===== src/rtl/ct_f_spsram_req_ctrl.sv =====
// ct_f_spsram_req_ctrl
//   Request-side controller for one single-port SRAM macro. Converts a
//   valid/ready read/write request stream into SRAM pin activity and returns
//   read data (1-cycle SRAM latency) through an in-order response FIFO with
//   valid/ready backpressure.
//
//   Optional feature macro: CT_SPSRAM_CTRL_INIT_EN
//     defined   : after reset every address is written with zero, one per
//                 cycle, before requests are accepted.
//     undefined : requests are accepted from the first cycle out of reset.
//
// Ports
//   CLK, RST                 clock (shared with SRAM), sync active-high reset
//   req_vld/req_rdy          request handshake
//   req_wr/req_addr          request type (1=write) and address
//   req_wdata/req_wmask      write data and per-bit write enable (active-high)
//   rsp_vld/rsp_rdy          read response handshake
//   rsp_rdata                read data, in request order
//   init_done                controller accepting requests
//   A/CEN/GWEN/WEN/D         SRAM pins (CEN/GWEN/WEN active-low)
//   Q                        SRAM read data, valid the cycle after a read
module ct_f_spsram_req_ctrl #(
  parameter int unsigned ADDR_WIDTH = 7,
  parameter int unsigned DATA_WIDTH = 144,
  parameter int unsigned RSP_DEPTH  = 3
) (
  input  logic                  CLK,
  input  logic                  RST,
  input  logic                  req_vld,
  output logic                  req_rdy,
  input  logic                  req_wr,
  input  logic [ADDR_WIDTH-1:0] req_addr,
  input  logic [DATA_WIDTH-1:0] req_wdata,
  input  logic [DATA_WIDTH-1:0] req_wmask,
  output logic                  rsp_vld,
  input  logic                  rsp_rdy,
  output logic [DATA_WIDTH-1:0] rsp_rdata,
  output logic                  init_done,
  output logic [ADDR_WIDTH-1:0] A,
  output logic                  CEN,
  output logic                  GWEN,
  output logic [DATA_WIDTH-1:0] WEN,
  output logic [DATA_WIDTH-1:0] D,
  input  logic [DATA_WIDTH-1:0] Q
);

  localparam int unsigned PTR_W = (RSP_DEPTH > 1) ? $clog2(RSP_DEPTH) : 1;
  localparam int unsigned CNT_W = $clog2(RSP_DEPTH + 1);
  localparam logic [CNT_W-1:0] CNT_MAX  = CNT_W'(RSP_DEPTH);
  localparam logic [PTR_W-1:0] PTR_LAST = PTR_W'(RSP_DEPTH - 1);

  logic                  run_c;
  logic                  init_c;
  logic [ADDR_WIDTH-1:0] init_addr_c;

  // Initialisation sequencer (or constant RUN when the feature is disabled)
`ifdef CT_SPSRAM_CTRL_INIT_EN
  typedef enum logic {ST_INIT, ST_RUN} state_e;
  localparam logic [ADDR_WIDTH-1:0] INIT_LAST = '1;

  state_e                state_q;
  logic [ADDR_WIDTH-1:0] init_addr_q;
  logic                  init_done_q;

  always_ff @(posedge CLK) begin
    if (RST) begin
      state_q     <= ST_INIT;
      init_addr_q <= '0;
      init_done_q <= 1'b0;
    end else if (state_q == ST_INIT) begin
      init_addr_q <= init_addr_q + ADDR_WIDTH'(1);
      if (init_addr_q == INIT_LAST) begin
        state_q     <= ST_RUN;
        init_done_q <= 1'b1;
      end
    end
  end

  assign run_c       = (state_q == ST_RUN);
  assign init_c      = (state_q == ST_INIT) & ~RST;
  assign init_addr_c = init_addr_q;
`else
  logic init_done_q;

  always_ff @(posedge CLK) begin
    if (RST) init_done_q <= 1'b1;
  end

  assign run_c       = 1'b1;
  assign init_c      = 1'b0;
  assign init_addr_c = '0;
`endif

  assign init_done = init_done_q;

  logic                  acc_c, rd_acc_c, pop_c, push_c;
  logic [CNT_W-1:0]      cnt_q, cnt_d, fifo_cnt_c;
  logic                  rd_pend_q;
  logic [PTR_W-1:0]      rd_ptr_q, rd_ptr_d, wr_ptr_q, wr_ptr_d;
  logic [DATA_WIDTH-1:0] mem_q [RSP_DEPTH];
  logic                  rsp_vld_q, rsp_vld_d;
  logic [DATA_WIDTH-1:0] rsp_rdata_q, rsp_rdata_d;

  // Writes are never blocked; reads need a free response credit
  assign req_rdy  = run_c & ~RST & (req_wr | (cnt_q < CNT_MAX));
  assign acc_c    = req_vld & req_rdy;
  assign rd_acc_c = acc_c & ~req_wr;

  // SRAM pin drive
  always_comb begin
    A    = req_addr;
    D    = req_wdata;
    CEN  = 1'b1;
    GWEN = 1'b1;
    WEN  = '1;
    if (init_c) begin
      A    = init_addr_c;
      D    = '0;
      CEN  = 1'b0;
      GWEN = 1'b0;
      WEN  = '0;
    end else if (acc_c) begin
      CEN = 1'b0;
      if (req_wr) begin
        GWEN = 1'b0;
        WEN  = ~req_wmask;
      end
    end
  end

  function automatic logic [PTR_W-1:0] ptr_inc(input logic [PTR_W-1:0] p);
    return (p == PTR_LAST) ? '0 : p + PTR_W'(1);
  endfunction

  assign push_c     = rd_pend_q;
  assign pop_c      = rsp_vld_q & rsp_rdy;
  // Credits cover the read in the SRAM plus the buffered entries
  assign fifo_cnt_c = cnt_q - CNT_W'(rd_pend_q);

  // Response FIFO next state; rsp_rdata always mirrors the current head
  always_comb begin
    cnt_d       = cnt_q + CNT_W'(rd_acc_c) - CNT_W'(pop_c);
    rd_ptr_d    = pop_c ? ptr_inc(rd_ptr_q) : rd_ptr_q;
    wr_ptr_d    = push_c ? ptr_inc(wr_ptr_q) : wr_ptr_q;
    rsp_vld_d   = (fifo_cnt_c + CNT_W'(push_c) - CNT_W'(pop_c)) != '0;
    rsp_rdata_d = rsp_rdata_q;
    if (push_c && (fifo_cnt_c == CNT_W'(pop_c))) begin
      // FIFO is (or is becoming) empty: incoming Q is the new head
      rsp_rdata_d = Q;
    end else if (pop_c && (fifo_cnt_c > CNT_W'(1))) begin
      rsp_rdata_d = mem_q[rd_ptr_d];
    end
  end

  always_ff @(posedge CLK) begin
    if (RST) begin
      cnt_q       <= '0;
      rd_pend_q   <= 1'b0;
      rd_ptr_q    <= '0;
      wr_ptr_q    <= '0;
      rsp_vld_q   <= 1'b0;
      rsp_rdata_q <= '0;
    end else begin
      cnt_q       <= cnt_d;
      rd_pend_q   <= rd_acc_c;
      rd_ptr_q    <= rd_ptr_d;
      wr_ptr_q    <= wr_ptr_d;
      rsp_vld_q   <= rsp_vld_d;
      rsp_rdata_q <= rsp_rdata_d;
    end
  end

  // Response storage, captured from Q the cycle after a read access
  always_ff @(posedge CLK) begin
    if (push_c && !RST) mem_q[wr_ptr_q] <= Q;
  end

  assign rsp_vld   = rsp_vld_q;
  assign rsp_rdata = rsp_rdata_q;

endmodule


===== config.mk =====
export PLATFORM = sky130hd
export DESIGN_NAME = ct_f_spsram_req_ctrl
export DESIGN_NICKNAME = d
export VERILOG_FILES = /design/src/rtl/ct_f_spsram_req_ctrl.sv
export SDC_FILE = /design/constraint.sdc
export NUM_CORES = 1
export LEC_CHECK = 0
export CORE_AREA = 10 10 338 340
export DETAILED_ROUTE_END_ITERATION = 6
export DIE_AREA = 0 0 348 350
export PLACE_DENSITY = 0.57
export SYNTH_ARGS = -nofsm -noshare
export SYNTH_HDL_FRONTEND = slang
export SYNTH_SLANG_ARGS = --single-unit

===== constraint.sdc =====
create_clock -name CLK -period 37.8 [get_ports CLK]
set_input_delay 11.34 -clock CLK [delete_from_list [all_inputs] [get_ports CLK]]
set_output_delay 11.34 -clock CLK [all_outputs]
set_load 0.03 [all_outputs]

==> results.json <==
{
  "power_density_nw_per_um2": 57.3,
  "synth_top_area_share": 0.557,
  "antenna_found_initial": 77,
  "vias_per_cell": 4.67,
  "die_area_um2": 122000,
  "syn_area_um2": 23300,
  "numCtsBuffers": 59,
  "grt_max_degree": 133,
  "hold_buffers": 0,
  "core_area_um2": 108000,
  "worst_setup_path_end_kind": "output pin",
  "num_vias": 17700,
  "report.power.total_mw": 1.81,
  "cts.sinks": 584,
  "cap_violations": 0,
  "timing.rr.end": "rsp_rdata[133]$_SDFFE_PP0P_",
  "hpwl_mm": 105,
  "synthFlopType": "edfxtp_1",
  "irDropWorstVdd_v": 0.0000417,
  "synth_cell_type_count": 30,
  "run_status": "complete, no violations",
  "fin_setup_tns_ns": 0,
  "finalHoldWorstSlack_ns": 0.507,
  "drv_slew": 0,
  "syn_area_per_cell_um2": 12.0,
  "p_switching_mw": 0.582,
  "detail_route.wl_per_cell_um": 35.9,
  "muxShareOfSynthArea": 0.00295,
  "clock_path_buffers": 3,
  "synthTopCellsByCount": "436 x nand2_1, 432 x edfxtp_1, 289 x a31oi_1, 152 x buf_4, 152 x dfxtp_1",
  "nets": 2765,
  "drt_iter0_drc": 1601,
  "port_buffers": 584,
  "synth_top_family_by_area": "compound AO/OA/AOI/OAI gates",
  "gp_congestion": 0.931,
  "ys_seq_area_frac": 0.687,
  "grt_pass1_wl_mm": 175,
  "tritoncts": "built",
  "ys_ff_latch": 584,
  "syn-num-nets": 2384,
  "hold_path_class": "reg2reg",
  "crit_end": "WEN[3]",
  "grt_util_met3": 0.174,
  "gr-usage-met2": 0.344,
  "synth_cells": 1935,
  "switching_share": 0.321,
  "grt_util_met1": 0.201,
  "start_util": 0.216,
  "drc": 0,
  "pre_cts_slack_ns": 12.01,
  "synth_xor_area_frac": 0.00290,
  "period_share": 0.683,
  "setup_viol": 0,
  "yosys_warnings": 0,
  "cellInternalPower_mw": 1.23,
  "clk_latency_ns": 0.64,
  "grtUsageTotal": 0.213,
  "power_frac_comb": 0.246,
  "cp-startpoint": "req_wr",
  "clkTransAtPathRegs_ns": 0.07,
  "postRouteWirelength_mm": 136,
  "synthSimpleGateAreaFrac": 0.0754,
  "grt.busiest_layer": "met2",
  "dr.pass1.iters": 6,
  "rrSetupSlack_ns": 33.97,
  "synth_area_leader_cell": "edfxtp_1",
  "p_leak_nw": 10.8,
  "ctsResizeCount": 0,
  "area_delta_synth_final_pct": 35.7,
  "ant_nets": 0,
  "synth-async-reset-ratio": 0,
  "yosys-top-cells-area": "edfxtp_1 56%, dfxtp_1 13%, a31oi_1 7.8%",
  "fin_ws_ns": 11.97,
  "cts_root_buf": "clkbuf_16",
  "finalHoldViolations": 0,
  "grt_pass1_vias": 17100,
  "slew_headroom": 0.185,
  "cts_setup_buffers": 0,
  "htreeDepth": 2,
  "reg2regPathDepth": 6,
  "rr_startpoint": "push_c$_SDFF_PP0_",
  "die_x_um": 348,
  "utilization": 0.293,
  "synth_edf_count": 432,
  "cp_data_arrival_time_ns": 14.49,
  "max_freq_ghz": 0.0387,
  "crit_type": "in2out",
  "fin_cells": 3800,
  "yosys.area_share.adder": 0.00268,
  "grt-ovfl-total": 0,
  "fin_crit_ns": 25.83,
  "row_count": 121,
  "placed_area_um2": 29500,
  "drive_gt1_frac": 0.0558,
  "start_kind": "input port",
  "stdcell_area_um2": 31600,
  "synth-compound-area-share": 0.132,
  "yosysMostFrequentCell": "nand2_1",
  "power_frac_clock": 0.340,
  "dieHeight_um": 350,
  "clock_skew_ns": 0.0425,
  "dp_cells": 3669,
  "pwr-share-seq": 0.414,
  "nFillCells": 11000,
  "rsz0062_at_grt": "false",
  "critPathRequiredTime_ns": 26.46,
  "cp_max_fo": 95,
  "tightest_slew_ns": 1.20,
  "io_pins": 888
}
## cell type report
class	count	area (µm²)	share of cell area
sequential	584	16000	0.506
timing repair buffer	612	6080	0.192
multi-input combinational	909	5110	0.162
tap	1414	1770	0.0559
clock buffer	87	1680	0.0532
inverter	150	563	0.0178
clock inverter	24	355	0.0112
antenna	20	50.0	0.00158
## worst min-delay path by stage
| stage | cells after the start | end | slack, ns | start |
|---|---|---|---|---|
| 4_1_cts | 2 | rsp_rdata[115]$_SDFFE_PP0P_ | 0.51 | mem_q[1][115]$_DFFE_PP_ |
| 3_5_place_dp | 2 | rsp_rdata[77]$_SDFFE_PP0P_ | 0.52 | mem_q[1][77]$_DFFE_PP_ |
| 3_3_place_gp | 2 | rsp_rdata[67]$_SDFFE_PP0P_ | 0.51 | mem_q[1][67]$_DFFE_PP_ |
| 2_1_floorplan | 2 | rd_ptr_q[1]$_SDFF_PP0_ | 0.50 | rd_ptr_q[1]$_SDFF_PP0_ |
| 5_1_grt | 2 | rsp_rdata[38]$_SDFFE_PP0P_ | 0.54 | mem_q[0][38]$_DFFE_PP_ |
| 6_report | 2 | rsp_rdata[63]$_SDFFE_PP0P_ | 0.51 | mem_q[0][63]$_DFFE_PP_ |
## cells in the final DEF (no fill, tap or decap), drive strengths merged, types with 5 or more instances in the layout
| cell type | n |
|---|---|
| clkinv | 9 |
| buf | 29 |
| bufinv | 8 |
| ha | 5 |
| nand2 | 437 |
| diode | 20 |
| o221ai | 144 |
| edfxtp | 432 |
| a31oi | 289 |
| clkinvlp | 5 |
| inv | 152 |
| clkbuf | 87 |
| nor2 | 12 |
| dfxtp | 152 |
| clkdlybuf4s50 | 583 |
## power by group through the flow
| stage | clock network, mW | registers, mW | logic (mW) |
|---|---|---|---|
| 2_1_floorplan | 0 | 0.820 | 0.198 |
| 3_3_place_gp | 0 | 0.763 | 0.449 |
| 3_5_place_dp | 0 | 0.764 | 0.450 |
| 4_1_cts | 0.633 | 0.751 | 0.451 |
| 5_1_grt | 0.655 | 0.755 | 0.475 |
| 6_report | 0.616 | 0.751 | 0.446 |
## logic make-up (layout without fill, tap and decap cells)
kind of cell / after synthesis / count (layout)
compound gates: 434 / 434
xor+xnor: 6 / 6
fa+ha+maj: 5 / 5
buf+inv: 442 / 873
flops: 584 / 584
mux: 5 / 5
other cells: 1 / 21
simple gates: 458 / 458
## critical path, cell delays in order
cell	delay [ns]
clkdlybuf4s50_1	0.51
nand2_1	0.24
nor2_4	0.14
buf_4	0.45
buf_4	0.79
nand2_1	0.16
clkdlybuf4s50_1	0.65
## flip-flops by register name, indices dropped and copies added, names as in the netlist
| name | count |
|---|---|
| rsp_rdata | 144 |
| rsp_vld | 1 |
| wr_ptr_q | 2 |
| cnt_q | 2 |
| push_c | 1 |
| rd_ptr_q | 2 |
| mem_q | 432 |
## layer usage
metal | up-vias | routed length (µm)
met4 | 46 | 5330
li1 | 7706 | -
met5 | - | 316
met1 | 8736 | 42800
met3 | 211 | 25100
met2 | 1045 | 62700
No activity file was read; power rests on OpenSTA's default activity.
